[src/rtl/param_alu_pkg.sv]
// Shared types for param_alu: opcode map, sequencing states and result flags.
package param_alu_pkg;

  typedef enum logic [3:0] {
    OP_ADD = 4'd0,  OP_SUB = 4'd1,  OP_AND = 4'd2,  OP_OR  = 4'd3,
    OP_XOR = 4'd4,  OP_NOT = 4'd5,  OP_SHL = 4'd6,  OP_SHR = 4'd7,
    OP_SAR = 4'd8,  OP_ROL = 4'd9,  OP_ROR = 4'd10, OP_INC = 4'd11,
    OP_DEC = 4'd12, OP_SLT = 4'd13, OP_MUL = 4'd14, OP_DIV = 4'd15
  } opcode_t;

  typedef enum logic [1:0] {
    ST_IDLE = 2'd0,
    ST_CALC = 2'd1,
    ST_DONE = 2'd2
  } state_t;

  typedef struct packed {
    logic carry;
    logic overflow;
    logic zero;
    logic negative;
  } flags_t;

  function automatic logic isMulDiv(input logic [3:0] op);
    return (op == OP_MUL) || (op == OP_DIV);
  endfunction

endpackage

[src/rtl/param_alu_if.sv]
// Operand/result handshake bundle between the register file, param_alu and writeback.
interface param_alu_if #(
  parameter int WIDTH = 8
);
  logic             in_valid;
  logic             in_ready;
  logic [3:0]       opcode;
  logic [WIDTH-1:0] A;
  logic [WIDTH-1:0] B;
  logic             out_valid;
  logic             out_ready;
  logic [WIDTH-1:0] result;
  logic [WIDTH-1:0] result_hi;
  logic             carry;
  logic             overflow;
  logic             zero;
  logic             negative;

  modport master (
    output in_valid, opcode, A, B, out_ready,
    input  in_ready, out_valid, result, result_hi, carry, overflow, zero, negative
  );

  modport slave (
    input  in_valid, opcode, A, B, out_ready,
    output in_ready, out_valid, result, result_hi, carry, overflow, zero, negative
  );
endinterface

[src/rtl/param_alu_muldiv.sv]
// Iterative engine: shift-add unsigned multiply and restoring unsigned divide, one bit per cycle.
module param_alu_muldiv #(
  parameter int WIDTH = 8,
  parameter int SHW   = $clog2(WIDTH)
) (
  input  logic             clk,
  input  logic             reset,
  input  logic             enable,
  input  logic             start,
  input  logic             isDiv,
  input  logic [WIDTH-1:0] a,
  input  logic [WIDTH-1:0] b,
  output logic             busy,
  output logic             done,
  output logic [WIDTH-1:0] result,
  output logic [WIDTH-1:0] result_hi,
  output logic             carry,
  output logic             overflow
);
  localparam int MSB = WIDTH - 1;

  logic [WIDTH-1:0] hiQ, loQ, opQ, hiD, loD, shifted;
  logic [WIDTH:0]   addSum;
  logic             isDivQ, busyQ, doneQ, geq;
  logic [SHW-1:0]   cntQ;

  // hi:lo is the product accumulator for MUL, remainder:quotient for DIV.
  always_comb begin
    hiD     = hiQ;
    loD     = loQ;
    addSum  = {1'b0, hiQ} + (loQ[0] ? {1'b0, opQ} : '0);
    shifted = {hiQ[MSB-1:0], loQ[MSB]};
    geq     = ({hiQ[MSB], shifted} >= {1'b0, opQ});
    if (isDivQ) begin
      hiD = geq ? (shifted - opQ) : shifted;
      loD = {loQ[MSB-1:0], geq};
    end else begin
      hiD = addSum[WIDTH:1];
      loD = {addSum[0], loQ[MSB:1]};
    end
  end

  always_ff @(posedge clk or negedge reset) begin
    if (!reset) begin
      hiQ    <= '0;
      loQ    <= '0;
      opQ    <= '0;
      isDivQ <= 1'b0;
      busyQ  <= 1'b0;
      doneQ  <= 1'b0;
      cntQ   <= '0;
    end else if (enable) begin
      doneQ <= 1'b0;
      if (start) begin
        hiQ    <= '0;
        loQ    <= a;
        opQ    <= b;
        isDivQ <= isDiv;
        busyQ  <= 1'b1;
        cntQ   <= SHW'(WIDTH - 1);
      end else if (busyQ) begin
        hiQ  <= hiD;
        loQ  <= loD;
        cntQ <= cntQ - SHW'(1);
        if (cntQ == '0) begin
          busyQ <= 1'b0;
          doneQ <= 1'b1;
        end
      end
    end
  end

  assign busy      = busyQ;
  assign done      = doneQ;
  assign result    = loQ;
  assign result_hi = hiQ;
  assign carry     = !isDivQ && (hiQ != '0);
  assign overflow  = isDivQ && (opQ == '0);
endmodule

[src/rtl/param_alu.sv]
// Registered WIDTH-bit ALU with valid/ready on both sides.
// PARAM_ALU_MULDIV_EN adds the iterative MUL/DIV engine; without it opcodes 14/15 flag overflow.
//   state   | meaning
//   ST_IDLE | no result pending, ready for an operation
//   ST_CALC | MUL/DIV engine iterating, input stalled
//   ST_DONE | result registered, waiting for out_ready
module param_alu
  import param_alu_pkg::*;
#(
  parameter int WIDTH = 8,
  parameter int SHW   = $clog2(WIDTH)
) (
  input logic        clk,
  input logic        reset,
  input logic        enable,
  param_alu_if.slave bus
);
  localparam int MSB = WIDTH - 1;

  state_t           stateQ, stateD;
  logic             armedQ, inReady, accept, isMd, loadAlu, loadEng;
  logic [WIDTH-1:0] aluRes, resQ, hiQ;
  logic [WIDTH:0]   sum;
  logic [SHW-1:0]   shamt;
  flags_t           aluFlags, engFlags, flagsQ;
  logic             engBusy, engDone, engCarry, engOvf;
  logic [WIDTH-1:0] engRes, engHi;

`ifdef PARAM_ALU_MULDIV_EN
  localparam bit MULDIV_EN = 1'b1;

  param_alu_muldiv #(.WIDTH(WIDTH), .SHW(SHW)) uMulDiv (
    .clk       (clk),
    .reset     (reset),
    .enable    (enable),
    .start     (accept && isMd),
    .isDiv     (bus.opcode == OP_DIV),
    .a         (bus.A),
    .b         (bus.B),
    .busy      (engBusy),
    .done      (engDone),
    .result    (engRes),
    .result_hi (engHi),
    .carry     (engCarry),
    .overflow  (engOvf)
  );
`else
  localparam bit MULDIV_EN = 1'b0;

  assign engBusy  = 1'b0;
  assign engDone  = 1'b0;
  assign engRes   = '0;
  assign engHi    = '0;
  assign engCarry = 1'b0;
  assign engOvf   = 1'b0;
`endif

  // armedQ keeps in_ready low until the first edge after reset release.
  assign inReady = armedQ && !engBusy &&
                   ((stateQ == ST_IDLE) || ((stateQ == ST_DONE) && bus.out_ready));
  assign accept  = bus.in_valid && inReady && enable;
  assign isMd    = MULDIV_EN && isMulDiv(bus.opcode);

  always_comb begin
    aluRes   = '0;
    aluFlags = '0;
    sum      = '0;
    shamt    = bus.B[SHW-1:0];
    case (bus.opcode)
      OP_ADD: begin
        sum = {1'b0, bus.A} + {1'b0, bus.B};
        aluRes = sum[MSB:0];
        aluFlags.carry = sum[WIDTH];
        aluFlags.overflow = (bus.A[MSB] == bus.B[MSB]) && (sum[MSB] != bus.A[MSB]);
      end
      OP_SUB: begin
        sum = {1'b0, bus.A} - {1'b0, bus.B};
        aluRes = sum[MSB:0];
        aluFlags.carry = sum[WIDTH];
        aluFlags.overflow = (bus.A[MSB] != bus.B[MSB]) && (sum[MSB] != bus.A[MSB]);
      end
      OP_AND: aluRes = bus.A & bus.B;
      OP_OR:  aluRes = bus.A | bus.B;
      OP_XOR: aluRes = bus.A ^ bus.B;
      OP_NOT: aluRes = ~bus.A;
      OP_SHL: aluRes = bus.A << shamt;
      OP_SHR: aluRes = bus.A >> shamt;
      OP_SAR: aluRes = $unsigned($signed(bus.A) >>> shamt);
      OP_ROL: aluRes = (bus.A << shamt) | (bus.A >> (WIDTH - int'(shamt)));
      OP_ROR: aluRes = (bus.A >> shamt) | (bus.A << (WIDTH - int'(shamt)));
      OP_INC: begin
        sum = {1'b0, bus.A} + (WIDTH+1)'(1);
        aluRes = sum[MSB:0];
        aluFlags.carry = sum[WIDTH];
        aluFlags.overflow = !bus.A[MSB] && sum[MSB];
      end
      OP_DEC: begin
        sum = {1'b0, bus.A} - (WIDTH+1)'(1);
        aluRes = sum[MSB:0];
        aluFlags.carry = sum[WIDTH];
        aluFlags.overflow = bus.A[MSB] && !sum[MSB];
      end
      OP_SLT: aluRes = {{MSB{1'b0}}, ($signed(bus.A) < $signed(bus.B))};
      // Only reached as single-cycle ops when the engine is not built.
      OP_MUL, OP_DIV: aluFlags.overflow = 1'b1;
    endcase
    aluFlags.zero     = (aluRes == '0);
    aluFlags.negative = aluRes[MSB];
  end

  always_comb begin
    engFlags.carry    = engCarry;
    engFlags.overflow = engOvf;
    engFlags.zero     = (engRes == '0);
    engFlags.negative = engRes[MSB];
  end

  always_comb begin
    stateD  = stateQ;
    loadAlu = 1'b0;
    loadEng = 1'b0;
    case (stateQ)
      ST_IDLE: begin
        if (accept) begin
          stateD  = isMd ? ST_CALC : ST_DONE;
          loadAlu = !isMd;
        end
      end
      ST_CALC: begin
        if (enable && engDone) begin
          stateD  = ST_DONE;
          loadEng = 1'b1;
        end
      end
      ST_DONE: begin
        if (enable && bus.out_ready) begin
          if (accept) begin
            stateD  = isMd ? ST_CALC : ST_DONE;
            loadAlu = !isMd;
          end else begin
            stateD = ST_IDLE;
          end
        end
      end
      default: stateD = ST_IDLE;
    endcase
  end

  always_ff @(posedge clk or negedge reset) begin
    if (!reset) begin
      stateQ <= ST_IDLE;
      armedQ <= 1'b0;
      resQ   <= '0;
      hiQ    <= '0;
      flagsQ <= '0;
    end else begin
      stateQ <= stateD;
      armedQ <= 1'b1;
      if (loadAlu) begin
        resQ   <= aluRes;
        hiQ    <= '0;
        flagsQ <= aluFlags;
      end else if (loadEng) begin
        resQ   <= engRes;
        hiQ    <= engHi;
        flagsQ <= engFlags;
      end
    end
  end

  assign bus.in_ready  = inReady;
  assign bus.out_valid = (stateQ == ST_DONE);
  assign bus.result    = resQ;
  assign bus.result_hi = hiQ;
  assign bus.carry     = flagsQ.carry;
  assign bus.overflow  = flagsQ.overflow;
  assign bus.zero      = flagsQ.zero;
  assign bus.negative  = flagsQ.negative;
endmodule
[src/flat_wrapper.sv]
// flat-port wrapper written by rule: the top's interface ports become plain ports
module param_alu_flat import param_alu_pkg::*;
#(
  parameter int WIDTH = 8,
  parameter int SHW   = $clog2(WIDTH)
)
  (clk, reset, enable, bus_in_valid, bus_opcode, bus_A, bus_B, bus_out_ready, bus_in_ready, bus_out_valid, bus_result, bus_result_hi, bus_carry, bus_overflow, bus_zero, bus_negative);
  param_alu_if #(.WIDTH(WIDTH)) bus_i ();
  input logic clk;
  input logic reset;
  input logic enable;
  input wire logic [$bits(bus_i.in_valid)-1:0] bus_in_valid;
  input wire logic [$bits(bus_i.opcode)-1:0] bus_opcode;
  input wire logic [$bits(bus_i.A)-1:0] bus_A;
  input wire logic [$bits(bus_i.B)-1:0] bus_B;
  input wire logic [$bits(bus_i.out_ready)-1:0] bus_out_ready;
  output wire logic [$bits(bus_i.in_ready)-1:0] bus_in_ready;
  output wire logic [$bits(bus_i.out_valid)-1:0] bus_out_valid;
  output wire logic [$bits(bus_i.result)-1:0] bus_result;
  output wire logic [$bits(bus_i.result_hi)-1:0] bus_result_hi;
  output wire logic [$bits(bus_i.carry)-1:0] bus_carry;
  output wire logic [$bits(bus_i.overflow)-1:0] bus_overflow;
  output wire logic [$bits(bus_i.zero)-1:0] bus_zero;
  output wire logic [$bits(bus_i.negative)-1:0] bus_negative;
  assign bus_i.in_valid = bus_in_valid;
  assign bus_i.opcode = bus_opcode;
  assign bus_i.A = bus_A;
  assign bus_i.B = bus_B;
  assign bus_i.out_ready = bus_out_ready;
  assign bus_in_ready = bus_i.in_ready;
  assign bus_out_valid = bus_i.out_valid;
  assign bus_result = bus_i.result;
  assign bus_result_hi = bus_i.result_hi;
  assign bus_carry = bus_i.carry;
  assign bus_overflow = bus_i.overflow;
  assign bus_zero = bus_i.zero;
  assign bus_negative = bus_i.negative;
  param_alu #(.WIDTH(WIDTH), .SHW(SHW)) u_core (.clk(clk), .reset(reset), .enable(enable), .bus(bus_i));
endmodule
[config.mk]
export PLATFORM = sky130hd
export DESIGN_NAME = param_alu_flat
export DESIGN_NICKNAME = d
export VERILOG_FILES = /design/src/rtl/param_alu_pkg.sv /design/src/rtl/param_alu_if.sv /design/src/rtl/param_alu_muldiv.sv /design/src/rtl/param_alu.sv /design/src/flat_wrapper.sv
export SDC_FILE = /design/constraint.sdc
export NUM_CORES = 1
export LEC_CHECK = 0
export BUFFER_PORTS_ARGS = -buffer_cell sky130_fd_sc_hd__buf_2
export CAP_MARGIN = 20
export CORE_UTILIZATION = 30
export CTS_CLUSTER_DIAMETER = 60
export CTS_CLUSTER_SIZE = 14
export DETAILED_ROUTE_END_ITERATION = 16
export GPL_TIMING_DRIVEN = 0
export PLACE_DENSITY_LB_ADDON = 0.12
export SLEW_MARGIN = 20
export SYNTH_ARGS = -nofsm -noshare
export SYNTH_HDL_FRONTEND = slang
export SYNTH_SLANG_ARGS = --single-unit
[constraint.sdc]
create_clock -name clk -period 4.4 [get_ports clk]
set_input_delay 0.44 -clock clk [delete_from_list [all_inputs] [get_ports clk]]
set_output_delay 0.44 -clock clk [all_outputs]
set_load 0.03 [all_outputs]
# ---- Word level (Yosys, flattened, before mapping)
# Index checks and enable logic that the tools add are counted.
dict set report totals {
  wordCells 79
  ff_bits 23
  output_inout_bits 22
  input_bits 25
}
dict set report classes {
  shift 5
  bitwise 7
  mux 13
  n_reduce_logical 17
  order_cmp 1
  eq_ne 23
  add_sub_neg 5
}
# op n
set ops {}
lappend ops {{$pmux W8 S14} 1}
lappend ops {{$eq A4 B4 Y1 const B} 8}
lappend ops {{$shl A8 B32 Y8} 1}
lappend ops {{$shr A8 B32 Y8} 1}
lappend ops {{$or A8 B8 Y8} 3}
lappend ops {{$eq A4 B3 Y1 const B} 4}
lappend ops {{$mux W8} 2}
lappend ops {{$add A8 B1 Y9 const B} 1}
lappend ops {{$add A8 B8 Y9} 1}
lappend ops {{$logic_and A1 B1 Y1} 9}
lappend ops {{$sub A8 B1 Y9 const B} 1}
lappend ops {{$sub A8 B8 Y9} 1}
lappend ops {{$and A8 B8 Y8} 1}
lappend ops {{$eq A4 B2 Y1 const B} 2}
lappend ops {{$logic_not A8 Y1} 1}
lappend ops {{$lt A8 B8 Y1} 1}
lappend ops {{$not A8 Y8} 1}
lappend ops {{$shl A8 B3 Y8} 1}
lappend ops {{$shr A8 B3 Y8} 1}
lappend ops {{$sshr A8 B3 Y8} 1}
lappend ops {{$xor A8 B8 Y8} 1}
lappend ops {{$mux W2} 3}
lappend ops {{$pmux W2 S3} 1}
lappend ops {{$pmux W1 S5} 1}
lappend ops {{18 further kinds} 23}

# ---- Logic depth before layout (Yosys ltp)
# Gate-level depths: netlist (run 1).
dict set report logic_depth {
  ltp_word 10
  mapped_depth 14
  depth_no_buf 12
}

# ---- Worst setup path before layout (run 1)
# No wires, ideal clock.
dict set report synth_path {
  path_type {input to register}
  from {input port bus_B[1]}
  to {register u_core.flagsQ (netlist bit u_core.bus.zero)}
  path_buffers 2
  t_required_ns 4.331
  setup_ns 0.069
  path_stages 12
  t_arrival_ns 3.145
  setup_slack_ns 1.186
  cell_sequence {clkbuf_1 buf_2 inv_1 ha_1 or3_4 a311oi_4 nor3_2 a21oi_2 xnor2_1 a2111o_1 nor4_1 a32o_2}
}
dict set report synth_via {
  elab_chain_cells 6
  word_cells_on_any_way 17
  classes_between {3 x add/sub; 1 x order compare; 5 x shift; 2 x mux; 5 x bitwise; 1 x reduce/logical}
}
# item line
set synth_lines {}
lappend synth_lines {{from (decl)} flat_wrapper.sv:15} ;# input wire logic [$bits(bus_i.B)-1:0] bus_B;
lappend synth_lines {{$sub A4 B3 Y5} {param_alu.sv:89, param_alu.sv:90}}
lappend synth_lines {{$shl A8 B32 Y8 or $shr A8 B32 Y8 (tied branches)} {param_alu.sv:90, param_alu.sv:89}}
lappend synth_lines {{$or A8 B8 Y8, on equally long branches} {param_alu.sv:90, param_alu.sv:89}}
lappend synth_lines {{$pmux W8 S14 *} param_alu.sv:69} ;# case (bus.opcode)
lappend synth_lines {{$logic_not A8 Y1 *} param_alu.sv:107} ;# aluFlags.zero = (aluRes == '0);
lappend synth_lines {{$mux W4 *} param_alu.sv:159} ;# if (loadAlu) begin
lappend synth_lines {{to (signal assigned)} param_alu.sv:162} ;# flagsQ <= aluFlags;
lappend synth_lines {{to (signal assigned)} param_alu.sv:166} ;# flagsQ <= engFlags;
lappend synth_lines {{to (decl)} param_alu.sv:25} ;# flags_t aluFlags, engFlags, flagsQ;
# Mark *: on every way between the ends. The rest lies on a longest branch, timed or not. The select of a mux whose other input is x is not followed.
# A chain may end at the register's enable or synchronous reset.

# ---- Worst setup path in the final report (run 1)
# Same ends and word-level chain as after synthesis.

==> metrics, run 1 <==
Final Cycle Share=0.931; clock tree from TritonCTS=built; TritonCTS buffer count=3; netlist area before placement=0.00349 sq mm; H-tree levels=1; critical path capture point type=register; Total Die Area=0.0121 sq mm; DRC violation count after routing=0; number of distinct library cells after synthesis=78; wire length of the first global-routing pass=22100 um; GPL Wtd Cong=0.965; worst hold margin=77.7 ps; number of instances in the placed design=667; worst hold path type=input pin to asynchronous set/reset pin; FP Rows=39; flip-flop and latch area=325 sq um; proportion of layout cells with a drive suffix above 1=0.180; syn avg cell area=7.30 sq um; worst voltage drop across the vdd grid=0.000230 V; count of boundary I/O pins=47; number of max-slew violations in the final report=0; setup-violating endpoint count in the final report=0; number of global-route vias before repair=3686; Clock Tree Buf Depth=2; final worst-path setup slack=303 ps; relative max-transition margin=0.282; CTS root buf=sky130_fd_sc_hd__clkbuf_16; worst flop-to-flop path startpoint=u_core.stateQ[1]; number of inserted diodes=0; Req. time, crit path=4570 ps; dpl cell area=0.00389 sq mm; signed area change from the synthesized netlist to the final layout=13.7%; aggregate global-route resource usage=0.248; GRT Residual Overflow=0; Highest Clock Rate=0.244 GHz; non-filler cells in the finished layout=671; RSZ-0062 raised after global routing=no; number of violations of the max-capacitance limit=0; effective utilization at floorplan=0.307; final critical path time including I/O delays and setup=4100 ps; areal power density over the cells=208 mW/mm^2; highest net fanout along the worst path=10; average via count per standard cell=5.89; end of the worst register-to-register path=u_core.bus.zero; actual transition at the worst max-transition pin=1070 ps; most used flip-flop cell after synthesis=sky130_fd_sc_hd__dfrtp_1; aggregate negative setup slack=0 ps; maximum number of pins on one net before global-route repair=14; drt initial violations=421; CTS sink cnt=13; Die Y-Extent=110 um; total number of vias=3955; cell area after layout=0.00398 sq mm; Core ar.=0.0114 sq mm; critical path startpoint category=input pin; Detail Route Antenna Nets=0; Port-buffer cells=38; instance count of the mapped netlist=479; Syn. warnings=0; Worst EP arrival=4270 ps; clock-pin slew of the registers on the worst-case setup and hold paths=40 ps; area used by multi-input combinational logic=0.00287 sq mm; run status=finished clean; floorplan die width=110 um; worst slack at placement=-44.8 ps; initial antenna violation count=0; synthesized flop and latch total=13; depth of the worst register-to-register path=8; Fill cells=1230; leakage=0.00171 uW; routed len/inst=21.5 um; later-pin clock latency in the skew report=240 ps; net count of the finished layout=588; share of flip-flops with an asynchronous set or reset=1.00; first-pass detailed-route iteration total=5; kind of critical path=input pin to register; number of synthesized flops with an enable pin=0; dpl hpwl=11400 um; buffers inserted during post-CTS setup optimization=0; worst reg2reg setup slack=1610 ps; detailed-route wire length=14400 um; count of endpoints failing hold in the final timing report=0; post-synthesis sequential area ratio=0.0931; post-route clock skew=2.25 ps
## flip-flops by register name, summed over array words and instances (netlist names)
name,flops
u_core.bus.result,7
u_core.armedQ,1
u_core.bus.carry,1
u_core.bus.negative,1
u_core.bus.overflow,1
u_core.bus.zero,1
u_core.stateQ,1
## cells in the mapped netlist, drive strengths merged, types with 5 or more instances
cell type,n,area (sq um)
mux2,11,124
a211oi,8,60.1
mux2i,14,140
dfrtp,13,325
or3,7,48.8
nor2b,8,50.1
o2111ai,5,43.8
a21oi,31,159
nor2,36,143
clkbuf,26,97.6
mux4,6,135
a31oi,8,50.1
o22ai,7,43.8
a22oi,5,37.5
o211ai,7,52.6
nand2,48,180
o21ai,34,170
nor3,16,90.1
ha,32,400
and3,5,31.3
nand4,5,31.3
inv,27,101
nand3,9,45.0
buf,23,136
xnor2,9,78.8
o221ai,6,52.6
## cells by family (layout without fill, tap and decap cells)
kind of cell	count (synthesis)	in the layout	share of synthesized area
xor gates and xnor gates	12	12	0.0301
and+or+nand+nor	159	159	0.240
muxes	31	31	0.114
DFF	13	13	0.0931
AOI/OAI and AO/OA	152	152	0.299
other	2	9	0.00215
adders and majority gates	34	34	0.126
buffers and inverters	76	118	0.0959
## timing repair
item	CTS	global route
hold buffers	0	0
gates resized for setup	0	1
hold endpoints to repair	0	0
endpoints found under the setup margin	0	1
## metal layers
layer  vias up  wire length [um]  part of all wire  track usage
li1       1866                 -                 -            -
met3        32              1070             0.074       0.0267
met2       199              6340              0.44        0.383
met5         -                 0                 0            0
met1      1858              6560              0.45        0.347
met4         0               462             0.032       0.0971
## layout make-up
| type | instances | area share |
|---|---|---|
| Inverter | 27 | 0.0255 |
| Timing Repair Buffer | 38 | 0.0478 |
| Multi-Input combinational cell | 397 | 0.721 |
| Sequential cell | 13 | 0.0818 |
| Clock buffer | 4 | 0.0198 |
| Tap cell | 143 | 0.0450 |
| Buffer | 49 | 0.0589 |
## through the flow
step                utilization  power, uW
floorplan                     -        496
global placement          0.342        650
detailed placement        0.342        649
CTS                       0.349        822
global route              0.350        880
finish                    0.350        826
## cells in the final DEF, fill, tap and decap left out, types with 13 or more instances in the layout
| master | instances |
|---|---|
| sky130_fd_sc_hd__buf_2 | 51 |
| sky130_fd_sc_hd__nor3_1 | 14 |
| sky130_fd_sc_hd__a21oi_1 | 30 |
| sky130_fd_sc_hd__dfrtp_1 | 13 |
| sky130_fd_sc_hd__inv_1 | 26 |
| sky130_fd_sc_hd__o21ai_0 | 29 |
| sky130_fd_sc_hd__mux2i_1 | 14 |
| sky130_fd_sc_hd__nand2_1 | 48 |
| sky130_fd_sc_hd__clkbuf_1 | 27 |
| sky130_fd_sc_hd__nor2_1 | 35 |
| sky130_fd_sc_hd__ha_1 | 32 |
## power breakdown
part           total, uW  leakage, uW  internal (uW)  switching (uW)
logic                502      0.00151            172             330
clock network        169    0.0000382            122            47.4
registers            155     0.000164            143            11.1
total                826      0.00171            437             389
## how the worst max path moves through the flow
stage                     cells after the start               to     start
after floorplan                              12  u_core.bus.zero  bus_B[1]
after global placement                       14  u_core.bus.zero  bus_B[1]
after detailed placement                     14  u_core.bus.zero  bus_B[1]
after CTS                                    14  u_core.bus.zero  bus_B[1]
after global routing                         14  u_core.bus.zero  bus_B[1]
final                                        14  u_core.bus.zero  bus_B[1]
## critical path: stages
cell and delay (ps):
sky130_fd_sc_hd__buf_2 120, sky130_fd_sc_hd__clkbuf_1 270, sky130_fd_sc_hd__buf_2 290, sky130_fd_sc_hd__inv_1 240, sky130_fd_sc_hd__ha_1 470, sky130_fd_sc_hd__clkbuf_1 430, sky130_fd_sc_hd__buf_2 340, sky130_fd_sc_hd__nor3_1 100
sky130_fd_sc_hd__o31ai_1 270, sky130_fd_sc_hd__nand4_1 130, sky130_fd_sc_hd__a211oi_1 550, sky130_fd_sc_hd__nand2_1 100, sky130_fd_sc_hd__nor4_1 310, sky130_fd_sc_hd__a32o_2 210
Power figures use the tool's default switching activity.
==> inputs of run 2 (changes only) <==
- CELL_PAD_IN_SITES_DETAIL_PLACEMENT: default -> 1
- CELL_PAD_IN_SITES_GLOBAL_PLACEMENT: default -> 1
==> metrics, run 2 (same netlist as run 1, synthesis figures left out) <==
maximum number of pins on one net before global-route repair=14; launching instance or port of the critical path=bus_B[1]; number of global-route vias before repair=3980; number of max-slew violations in the final report=0; Core ar.=0.0114 sq mm; Highest Clock Rate=0.237 GHz; FP Rows=39; count of hold buffers inserted by post-cts repair=0; TritonCTS buffer count=3; buffers inserted during post-CTS setup optimization=0; depth of the worst register-to-register path=8; critical path startpoint category=input pin; run status=finished clean; worst reg2reg setup slack=1690 ps; Req. time, crit path=4580 ps; final critical path time including I/O delays and setup=4210 ps; critical path capture point type=register; depth of the critical timing path with buffers and inverters included=13; first-pass detailed-route iteration total=4; average via count per standard cell=6.02; flip-flop count of the largest register, all copies and words added=7; Total Die Area=0.0121 sq mm; highest net fanout along the worst path=10; dpl hpwl=12200 um; count of endpoints failing hold in the final timing report=0; initial antenna violation count=0; wire length of the first global-routing pass=23500 um; Final Cycle Share=0.957; leakage=0.00171 uW; later-pin clock latency in the skew report=240 ps; commonest non-fill, non-tap cell in the layout=sky130_fd_sc_hd__buf_2; H-tree levels=1; Worst EP arrival=4390 ps; dpl cell area=0.00389 sq mm; relative max-transition margin=0.347; aggregate global-route resource usage=0.263; RSZ-0062 raised after global routing=no; CP cell instances=buf_2 > clkbuf_1 > buf_2 > inv_1 > ha_1 > clkbuf_1 > nor3_1 > o2bb2ai_1 > o2bb2ai_1 > a2111oi_0 > nand3_1 > nor4_1 > a32o_2; CTS sink cnt=13; DRC violation count after routing=0; routed len/inst=23.0 um; GRT Residual Overflow=0; number of violations of the max-capacitance limit=0; floorplan die width=110 um; total chip power=835 uW; actual transition at the worst max-transition pin=955 ps; count of boundary I/O pins=47; worst hold path type=input pin to asynchronous set/reset pin; detailed-route wire length=15400 um; end of the worst register-to-register path=u_core.bus.zero; setup-violating endpoint count in the final report=0; Die Y-Extent=110 um; clock-pin slew of the registers on the worst-case setup and hold paths=50 ps; Clock Tree Buf Depth=2; worst voltage drop across the vdd grid=0.000205 V; cell area after layout=0.00398 sq mm; slowest CP cell=sky130_fd_sc_hd__a2111oi_0; aggregate negative setup slack=0 ps; Buffers & Inverters on Critical Path=5; Port-buffer cells=38; most frequent cells in the layout=sky130_fd_sc_hd__buf_2, sky130_fd_sc_hd__nand2_1, sky130_fd_sc_hd__nor2_1; GPL Wtd Cong=1.04; clock tree from TritonCTS=built; CTS root buf=sky130_fd_sc_hd__clkbuf_16; worst stage delay on the critical path=770 ps; effective utilization at floorplan=0.307; signed area change from the synthesized netlist to the final layout=13.7%; kind of critical path=input pin to register; Fill cells=1461; CP delay by family, top=buffers and inverters; proportion of layout cells with a drive suffix above 1=0.180; net count of the finished layout=588; number of inserted diodes=0; Detail Route Antenna Nets=0; total number of vias=4042; drt initial violations=376; areal power density over the cells=210 mW/mm^2; worst flop-to-flop path startpoint=u_core.stateQ[1]; post-route clock skew=3.41 ps
## run 2: cell counts in the layout (fill, tap and decap cells not counted)
No cell type changed its count.
## run 2: power by group
group	switching, uW	internal, uW	leakage, uW
logic	336	172	0.00151
clock network	49.4	122	0.0000382
registers	11.8	143	0.000164
## run 2: stage by stage
stage | util | std cells | hold slack [ps] | setup WS, ps
6_report | 0.350 | 671 | 81.9 | 187
5_1_grt | 0.350 | 671 | 104 | 56.7
4_1_cts | 0.349 | 671 | 90.9 | 197
3_5_place_dp | 0.342 | 667 | 349 | -15.3
3_3_place_gp | 0.342 | 667 | 339 | -193
2_1_floorplan | - | 486 | 144 | 1190
## run 2: how the worst max path moves through the flow
stage                            to  slack [ps]
floorplan           u_core.bus.zero        1190
global placement    u_core.bus.zero        -190
detailed placement  u_core.bus.zero         -20
CTS                 u_core.bus.zero         200
global route        u_core.bus.zero          60
finish              u_core.bus.zero         190
## run 2: routing by layer
metal / GRT usage / vias up / share of wire
li1: - / 1866 / -
met1: 0.358 / 2000 / 0.46
met2: 0.417 / 148 / 0.44
met3: 0.0397 / 28 / 0.064
met4: 0.0943 / 0 / 0.037
met5: 0 / - / 0
## run 2: worst reg2reg max path, stage by stage, from the launching register on
cell                        delay (ps)
sky130_fd_sc_hd__dfrtp_1           380
sky130_fd_sc_hd__inv_1              80
sky130_fd_sc_hd__o2111ai_1         480
sky130_fd_sc_hd__a21oi_1           330
sky130_fd_sc_hd__o211ai_1          180
sky130_fd_sc_hd__a2111oi_2         540
sky130_fd_sc_hd__nand3_1           140
sky130_fd_sc_hd__nor4_1            280
sky130_fd_sc_hd__a32o_2            220
## run 2: what timing repair did
| item | in CTS | in global routing |
|---|---|---|
| endpoints found under the hold margin | 0 | 0 |
| resized for setup | 0 | 1 |
| setup endpoints to repair | 0 | 1 |
## run 2: cell type report
class	instances	area (sq um)	area share
plain buffers	49	234	0.0589
clock buffers	4	78.8	0.0198
inverters	27	101	0.0255
multi-input cells	397	2870	0.721
flip-flops and latches	13	325	0.0818
well taps	143	179	0.0450
repair buffers	38	190	0.0478
